==> src/rtl/cs_window_filter.sv <==
// Sliding-window approximate-average filter: circular sample buffer with running sum,
// per-sample iterative search for the entry closest to (not above) the mean.
module cs_window_filter #(
  parameter int unsigned DATA_W    = 8,
  parameter int unsigned WIN       = 9,
  parameter int unsigned OUT_SHIFT = 3,
  localparam int unsigned SUM_W    = DATA_W + $clog2(WIN) + 1,
  localparam int unsigned OUT_W    = SUM_W - OUT_SHIFT
) (
  input  logic              clk,
  input  logic              reset,
  input  logic              in_valid,
  output logic              in_ready,
  input  logic [DATA_W-1:0] in_data,
  input  logic              mode,
  output logic              out_valid,
  output logic [OUT_W-1:0]  out_data
);

  localparam int unsigned IDX_W = $clog2(WIN);
  localparam int unsigned CNT_W = $clog2(WIN + 1);
  localparam logic [CNT_W-1:0] WIN_C    = CNT_W'(WIN);
  localparam logic [IDX_W-1:0] LAST_IDX = IDX_W'(WIN - 1);

  typedef enum logic [1:0] {IDLE, AVG, SCAN, OUT} state_t;

  state_t              state_q, state_d;
  logic [DATA_W-1:0]   win_q [WIN];
  logic [SUM_W-1:0]    sum_q;
  logic [IDX_W-1:0]    wr_ptr_q;
  logic [CNT_W-1:0]    fill_q, fill_nxt;
  logic                mode_q;
  logic [DATA_W-1:0]   avg_q;
  logic [DATA_W-1:0]   rd_q;
  logic [CNT_W-1:0]    cnt_q;
  logic [DATA_W-1:0]   best_q;
  logic [DATA_W:0]     best_diff_q;
  logic [OUT_W-1:0]    hold_q;
  logic [OUT_W-1:0]    result;
  logic                accept;

  always_ff @(posedge clk) begin
    if (!reset) state_q <= IDLE;
    else        state_q <= state_d;
  end

  always_comb begin
    state_d   = state_q;
    in_ready  = (state_q == IDLE);
    out_valid = (state_q == OUT);
    accept    = (state_q == IDLE) && in_valid;
    fill_nxt  = (fill_q == WIN_C) ? fill_q : fill_q + 1'b1;
    case (state_q)
      IDLE: if (accept && fill_nxt == WIN_C) state_d = AVG;
      AVG:  state_d = SCAN;
      SCAN: if (cnt_q == WIN_C) state_d = OUT;
      OUT:  state_d = IDLE;
      default: state_d = IDLE;
    endcase
  end

  always_comb begin
    result = '0;
    if (mode_q) result = OUT_W'(avg_q);
    else        result = OUT_W'((sum_q + SUM_W'(WIN) * SUM_W'(best_q)) >> OUT_SHIFT);
  end

  assign out_data = (state_q == OUT) ? result : hold_q;

  // Scan reads the buffer into rd_q one cycle ahead of the compare, so SCAN
  // spends WIN+1 cycles: cnt 0 only fetches, cnt WIN only compares.
  always_ff @(posedge clk) begin
    if (!reset) begin
      for (int unsigned i = 0; i < WIN; i++) win_q[i] <= '0;
      sum_q       <= '0;
      wr_ptr_q    <= '0;
      fill_q      <= '0;
      mode_q      <= 1'b0;
      avg_q       <= '0;
      rd_q        <= '0;
      cnt_q       <= '0;
      best_q      <= '0;
      best_diff_q <= '0;
      hold_q      <= '0;
    end else begin
      case (state_q)
        IDLE: if (accept) begin
          win_q[wr_ptr_q] <= in_data;
          sum_q    <= sum_q - SUM_W'(win_q[wr_ptr_q]) + SUM_W'(in_data);
          wr_ptr_q <= (wr_ptr_q == LAST_IDX) ? '0 : wr_ptr_q + 1'b1;
          fill_q   <= fill_nxt;
          mode_q   <= mode;
        end
        AVG: begin
          avg_q       <= DATA_W'(sum_q / SUM_W'(WIN));
          cnt_q       <= '0;
          best_q      <= '0;
          best_diff_q <= {1'b1, {DATA_W{1'b0}}};
        end
        SCAN: begin
          if (cnt_q < WIN_C) rd_q <= win_q[cnt_q[IDX_W-1:0]];
          if (cnt_q != '0 && rd_q <= avg_q && {1'b0, avg_q - rd_q} < best_diff_q) begin
            best_q      <= rd_q;
            best_diff_q <= {1'b0, avg_q - rd_q};
          end
          cnt_q <= cnt_q + 1'b1;
        end
        OUT: hold_q <= result;
        default: ;
      endcase
    end
  end

endmodule

==> config.mk <==
export PLATFORM = sky130hd
export DESIGN_NAME = cs_window_filter
export DESIGN_NICKNAME = d
export VERILOG_FILES = /design/src/rtl/cs_window_filter.sv
export SDC_FILE = /design/constraint.sdc
export NUM_CORES = 1
export LEC_CHECK = 0
export CAP_MARGIN = 30
export CORE_MARGIN = 1
export CORE_UTILIZATION = 59
export CTS_BUF_LIST = sky130_fd_sc_hd__clkbuf_4 sky130_fd_sc_hd__clkbuf_8
export CTS_CLUSTER_DIAMETER = 40
export CTS_CLUSTER_SIZE = 20
export DETAILED_ROUTE_END_ITERATION = 8
export PLACE_DENSITY = 0.87
export SKIP_CTS_REPAIR_TIMING = 1
export SYNTH_ARGS = -nofsm -noshare
export SYNTH_HDL_FRONTEND = slang
export SYNTH_SLANG_ARGS = --single-unit
==> constraint.sdc <==
create_clock -name clk -period 6.7 [get_ports clk]
set_input_delay 0.67 -clock clk [delete_from_list [all_inputs] [get_ports clk]]
set_output_delay 0.67 -clock clk [all_outputs]
set_load 0.1 [all_outputs]
==> Word level (Yosys, flattened, before mapping) <==
Memory sizes are Yosys's and may differ from the RTL's. A register that Yosys moved wholly into a read port is not among the register bits.
Index checks and enable logic that the tools add are counted.
{ "totals": {"in_bits": 12, "ff_bits": 63, "output_inout_bits": 12, "wordCells": 68, "mem_count": 1, "ramBits": 72} }
{ "op_classes": {"n_eq_ne": 10, "magnitude_cmp": 3, "n_div": 1, "add_sub_neg": 7, "reduce_logical": 13, "n_mux": 22, "mul": 1} }
{ "memory_table": {"columns": ["memory", "depth", "width", "rd", "rd_ports_with_merged_regs", "wr", "line_no", "source"], "rows": [
  ["win_q", 9, 8, 2, 2, 9, "28", "logic [DATA_W-1:0] win_q [WIN];"]
]} }
{ "op_table": {"columns": ["op", "count"], "rows": [
  ["$mux 10", 2],
  ["$mux 4", 5],
  ["$pmux 9 s2", 1],
  ["$eq 4x4->1 const B", 4],
  ["$mux 8", 2],
  ["$pmux 8 s2", 1],
  ["$add 13x12->13", 1],
  ["$add 13x8->13", 1],
  ["$div 13x4->13 const B", 1],
  ["$sub 13x8->13", 1],
  ["$add 4x1->4 const B", 3],
  ["$mul 4x8->12 const A", 1],
  ["$lt 8x9->1", 1],
  ["$mux 9", 1],
  ["$le 8x8->1", 1],
  ["$pmux 2 s4", 1],
  ["$pmux 4 s2", 1],
  ["$reduce_and 2->1", 4],
  ["$reduce_or 8->1", 1],
  ["$sub 8x8->8", 1],
  ["$mux 1", 6],
  ["$eq 2x2->1 const B", 2],
  ["$logic_and 1x1->1", 4],
  ["$lt 4x4->1 const B", 1],
  ["8 further kinds", 10]
]} }

==> Depth between registers and ports, before layout <==
Gate-level depths: netlist of the first run.
{ "logic_depth": {"word_depth": 8, "ltp_mapped": 32, "ltp_nobuf": 25} }

==> Worst setup path after synthesis of the first run <==
Ideal clock, no wire load.
{ "synth_timing": {"kind": "flip-flop to flip-flop", "start": "register sum_q[8]", "end": "register avg_q[0]", "stages_incl_launch_ff": 28, "required_time_ps": 6578, "setup_time_ps": 122, "period_less_slack_ps": 6536, "slack_ps": 164, "t_arrival_ps": 6413, "path_buffers": 4, "path_cell_list": "dfxtp_1 > buf_2 > buf_2 > inv_1 > ha_1 > buf_6 > o211ai_1 > a21oi_1 > o311a_2 > a31o_2 > a31oi_2 > or3b_1 > a21oi_2 > o2111ai_4 > a41o_1 > nor3_2 > mux2_4 > a2111o_1 > a21oi_1 > o21ai_0 > and4b_1 > buf_4 > mux2i_1 > or4_4 > and4bb_4 > mux2i_1 > nor3_1 > a21oi_1"} }
{ "synth_via": {"elab_chain_len": 1} }
{ "synth_rtl": {"columns": ["element", "line_no", "source"], "rows": [
  ["from (decl)", "29", "logic [SUM_W-1:0] sum_q;"],
  ["from (signal assigned)", "89", "sum_q <= sum_q - SUM_W'(win_q[wr_ptr_q]) + SUM_W'(in_data);"],
  ["$div 13x4->13", "95", "avg_q <= DATA_W'(sum_q / SUM_W'(WIN));"],
  ["to (signal assigned)", "95", null],
  ["to (decl)", "33", "logic [DATA_W-1:0] avg_q;"]
]} }
No other way between the ends.
A chain may end at the register's enable or synchronous reset.

==> Final worst setup path of the first run <==
Same ends and word-level chain as after synthesis.

==> flow_summary.yaml, run 1 <==
logic_synthesis:
  synth_top_family_by_area: "compound AO/OA/AOI/OAI gates"
  synth_cells: 1356
  synth_simple_gate_area_share_pct: 16.32
  async_flop_share_pct: 0
  syn-mean-instance-area_sq_um: 10.32
  yosys.area_share.xor_xnor_pct: 3.067
  synth_edf_count: 128
  syn-cell-area_sq_um: 13990
  synthFlopType: "edfxtp_1"
  synthMuxAreaShare_pct: 11.93
  ys_seq_area_share_pct: 38.20
  synth_compound_area_share_pct: 16.36
  syn-num-nets: 1450
  synth_fa_ha_area_share_pct: 8.226
  synth_cell_types: 110
  synth_seq_cells: 203
  yosysWarningCount: 0
critical_path:
  critPathMaxStageDelay_ps: 560
  crit_start: "sum_q[8]"
  worstSetupPathType: "reg -> reg"
  path_common_cell: "buf_4"
  worstSetupEndpointType: "flip-flop"
  crit_required_ps: 7130
  startpoint_type: "flip-flop"
  crit_fanout: 8
  cpMaxStageDelayCell: "or4_4"
  worstReg2RegStart: "sum_q[8]"
  arrival_ps: 6910
floorplanning:
  fp.dieW_um: 156.0
  rows: 55
  io_pins: 24
  fp.dieH_um: 156.0
  dieArea_sq_um: 24340
  start_util_pct: 61.06
  core-area_sq_um: 22920
timing:
  max_freq_ghz: 0.1544
  worst-slew-pin-transition_ps: 1090
  fin_crit_sh_pct: 96.69
  setup_tns_ps: 0
  slew_violations: 0
  hold_viol: 0
  finalClockSkew_ps: 34.99
  hold_ws_ps: 494.1
  setup_viol: 0
  period_minus_slack_ps: 6478
  relSlewSlack_pct: 27.16
global_routing:
  grt_pass1_wl_um: 58860
  antenna_found_initial: 1
  track_usage_pct: 30.85
  grt_max_degree: 82
  grt_pass1_vias: 11100
  grt_overflow: 0
layout:
  n_antenna_cell: 0
  design_area_sq_um: 15440
  area_delta_synth_final_pct: 10.32
  post_route_cells_drive_above_1_share_pct: 18.63
  finalNetCount: 1477
job:
  maxCapViolCount: 0
cts:
  cts_sinks: 203
  clkLatencyLatePin_ps: 570
  cts_htree_levels: 1
  clkTransAtPathRegs_ps: 90
  cts_tree: "yes"
  clockRootBuffer: "clkbuf_8"
  numCtsBuffers: 24
  clockBufferDepth: 3
drt:
  viasPerCell: 6.802
  firstDrtPassIters: 7
  ant_nets: 0
  drt_iter0_drc: 1449
  postRouteWirelength_um: 37420
  wl_per_cell_um: 21.83
  drc: 0
  vias: 11660
worst_hold_path:
  min-delay-start: "best_diff_q[2]"
  min_path_type: "reg -> reg"
placement:
  placedInstanceArea_sq_um: 14530
  dp_hpwl_um: 25600
  portBuffers: 23
  place_congestion: 0.9188
outcome:
  status: "completed"
-- area by class of cell --
cell class                 instances  area, sq um
clock buffer                      26        345.3
clock inverter                    18        230.2
fill                            1556         7478
timing repair buffer              88        715.7
multi-input combinational        959         8005
tap                              313        391.6
sequential                       203         5348
inverter                         107        401.6
-- cells in the mapped netlist, drive strengths merged (11+ instances only) --
cell	number	area, sq um
a211oi	13	107.6
a21oi	78	409.2
a22oi	15	117.6
a31oi	12	102.6
and2	37	235.2
and3	14	87.58
buf	36	225.2
clkbuf	51	198.9
dfxtp	75	1501
edfxtp	128	3844
fa	14	280.3
ha	68	850.8
inv	101	379.1
mux2i	19	190.2
mux4	64	1441
nand2	81	306.6
nand2b	16	100.1
nand3	29	145.1
nor2	81	309.0
nor2b	28	175.2
nor3	74	390.4
nor4	33	206.5
o211a	13	130.1
o21a	18	135.1
o21ai	59	310.3
o22ai	11	68.82
xnor2	34	324.1
xor2	12	105.1
-- state kept, by name, summed over array words and instances, names as in the netlist, named ones only --
name         count
avg_q            8
best_diff_q      9
best_q           8
cnt_q            4
fill_q           4
hold_q          10
mode_q           1
rd_q             8
state_q          2
sum_q           13
win_q          128
wr_ptr_q         4
-- worst paths after layout --
path / to / cells after the start / slack, ps
min reg2reg: best_diff_q[2] / 2 / 490
min: best_diff_q[2] / 2 / 490
max reg2reg: avg_q[0] / 26 / 220
max: avg_q[0] / 26 / 220
-- worst max-delay path: cells and delay by family, from the launching register on --
family / cells / cell delay (ps)
adder cells (fa/ha/maj): 1 / 270
AND/OR/NAND/NOR: 8 / 2280
buffers and inverters: 4 / 610
flip-flops: 1 / 390
XOR/XNOR: 1 / 130
AO/OA/AOI/OAI: 10 / 2450
multiplexers: 2 / 200
-- routing by layer --
layer	track usage, %	wire [um]	up-vias
met5	0	15	-
met4	15.69	2176	2
met3	5.917	3982	195
li1	-	-	5110
met1	38.61	13610	5479
met2	51.04	17630	872
-- through the flow --
step | setup WS, ps | utilization [%] | instances
after floorplan | 164.3 | - | 1356
after global placement | 311.5 | 63.41 | 1652
after detailed placement | 108.1 | 63.41 | 1652
after CTS | 60.36 | 65.92 | 1696
after global routing | -76.78 | 67.37 | 1714
final | 221.7 | 67.37 | 1714
-- layout by cell type (no fill, tap or decap), drive strengths merged, types with 10 or more instances in the layout --
| cell type | count |
|---|---|
| o21a | 18 |
| nor2b | 28 |
| a21oi | 78 |
| a22oi | 15 |
| buf | 70 |
| nor4 | 33 |
| a211oi | 13 |
| o21bai | 10 |
| a31oi | 12 |
| o21ai | 59 |
| ha | 68 |
| inv | 107 |
| o211a | 13 |
| and3 | 14 |
| nand3 | 29 |
| dfxtp | 75 |
| nor3 | 74 |
| nand2 | 81 |
| xnor2 | 34 |
| xor2 | 12 |
| o31ai | 10 |
| nand2b | 16 |
| clkinv | 13 |
| clkbuf | 26 |
| edfxtp | 128 |
| mux2i | 19 |
| and2 | 37 |
| mux4 | 64 |
| o22ai | 11 |
| nor2 | 81 |
| fa | 14 |
| clkdlybuf4s50 | 18 |
-- cells by family (layout without fill, tap and decap cells) --
group | after synthesis | after routing
flops | 203 | 203
compound gates | 314 | 314
xor+xnor | 46 | 46
buf+inv | 194 | 239
fa+ha+maj | 84 | 84
simple gates | 429 | 429
mux | 86 | 86
Power of run 1 is not shown: default switching activity piles up to over one toggle a cycle in this logic, so the estimate is an artifact.
==> inputs of run 2 (changes only) <==
--- a/config.mk
+++ b/config.mk
@@ -12,6 +12,7 @@
 export CTS_CLUSTER_DIAMETER = 40
 export CTS_CLUSTER_SIZE = 20
 export DETAILED_ROUTE_END_ITERATION = 8
+export MAX_ROUTING_LAYER = met4
 export PLACE_DENSITY = 0.87
 export SKIP_CTS_REPAIR_TIMING = 1
 export SYNTH_ARGS = -nofsm -noshare
==> flow_summary.yaml, run 2 (same netlist as run 1, synthesis figures left out) <==
drt:
  drt_iter0_drc: 1418
  viasPerCell: 6.719
  postRouteWirelength_um: 37410
  firstDrtPassIters: 6
  vias: 11540
  ant_nets: 0
  drc: 0
  wl_per_cell_um: 21.79
layout:
  fill_cells: 1627
  n_antenna_cell: 0
  post_route_cells_drive_above_1_share_pct: 19.66
  stdcell_count: 1717
  largest_register_ffs: 128
  top_regs: "win_q (128), sum_q (13), hold_q (10)"
  area_delta_synth_final_pct: 11.01
  finalNetCount: 1482
  final_cell_mix: "edfxtp_1, inv_1, nand2_1"
  regMostFlops: "win_q"
  layout_commonest_cell: "edfxtp_1"
floorplanning:
  io_pins: 24
  rows: 55
  fp.dieH_um: 156.0
  fp.dieW_um: 156.0
  dieArea_sq_um: 24340
  core-area_sq_um: 22920
  start_util_pct: 61.06
cts:
  clockRootBuffer: "clkbuf_8"
  cts_htree_levels: 1
  clkLatencyLatePin_ps: 570
  clkTransAtPathRegs_ps: 100
  numCtsBuffers: 23
  cts_tree: "yes"
  cts_sinks: 203
  clockBufferDepth: 3
timing:
  finalClockSkew_ps: 33.35
  relSlewSlack_pct: 28.00
  setup_viol: 0
  max_freq_ghz: 0.1545
  slew_violations: 0
  period_minus_slack_ps: 6473
  worst-slew-pin-transition_ps: 1077
  hold_ws_ps: 489.0
  fin_crit_sh_pct: 96.61
  hold_viol: 0
critical_path:
  crit_fanout: 8
  arrival_ps: 6900
  critPathMaxStageDelay_ps: 550
  cpMaxStageDelayCell: "or4_4"
  critPathTopFamily: "simple AND/OR/NAND/NOR gates"
  crit_buf_inv: 3
  startpoint_type: "flip-flop"
  crit_required_ps: 7130
  worstSetupEndpointType: "flip-flop"
  worstSetupPathType: "reg -> reg"
placement:
  dp_hpwl_um: 26210
  place_congestion: 0.9215
  portBuffers: 23
  dp.cells: 1659
global_routing:
  grt_pass1_vias: 10920
  track_usage_pct: 31.29
  grt_overflow: 0
  grt_max_degree: 73
  antenna_found_initial: 0
  grt_pass1_wl_um: 57780
outcome:
  status: "completed"
worst_hold_path:
  min_path_type: "reg -> reg"
job:
  maxCapViolCount: 0
[run 2: cell count changes in the layout (fill, tap and decap cells not counted), sizes merged]
cell / before / now
a21oi: 78 / 79
clkdlybuf4s50: 18 / 17
bufinv: 4 / 1
clkinv: 13 / 15
inv: 107 / 109
buf: 70 / 76
clkbuf: 26 / 23
clkinvlp: 1 / 0
[run 2: path summary, 6_finish.rpt]
kind	startpoint	to	slack [ps]	cells past startpoint
max	sum_q[10]	avg_q[0]	230	25
min reg2reg	best_diff_q[2]	best_diff_q[2]	490	2
min	best_diff_q[2]	best_diff_q[2]	490	2
max reg2reg	sum_q[10]	avg_q[0]	230	25
[run 2: tightest hold or removal path: stages (launching register included)]
cell and delay [ps]:
dfxtp_1 320, nand3_1 60, a21boi_0 70
[run 2: metrics by stage]
step | worst slack [ps] | util (%) | setup TNS (ps) | cell area [sq um]
finish | 227.2 | 67.79 | 0 | 15530
global route | -78.41 | 67.79 | -78.41 | 15530
detailed placement | 67.04 | 63.63 | 0 | 14580
CTS | 9.473 | 66.06 | 0 | 15140
global placement | 240.0 | 63.63 | 0 | 14580
floorplan | 164.3 | - | 0 | 13990
[run 2: area by class of cell]
class / instances / area (sq um) / area share, %
Timing Repair Buffer: 93 / 754.5 / 4.857
Sequential cell: 203 / 5350 / 34.44
Clock inverter: 18 / 239.0 / 1.538
Tap cell: 313 / 391.6 / 2.521
Clock buffer: 23 / 316.6 / 2.038
Multi-Input combinational cell: 960 / 8080 / 52.02
Inverter: 107 / 401.6 / 2.586
[run 2: metal layers]
layer / vias to the layer above / track usage (%) / routed length (um)
met4: 0 / 13.35 / 1808
li1: 5127 / - / -
met5: - / - / 0
met2: 701 / 49.30 / 17570
met1: 5553 / 40.03 / 14500
met3: 155 / 5.250 / 3522
Power of run 2 is left out for the same reason.
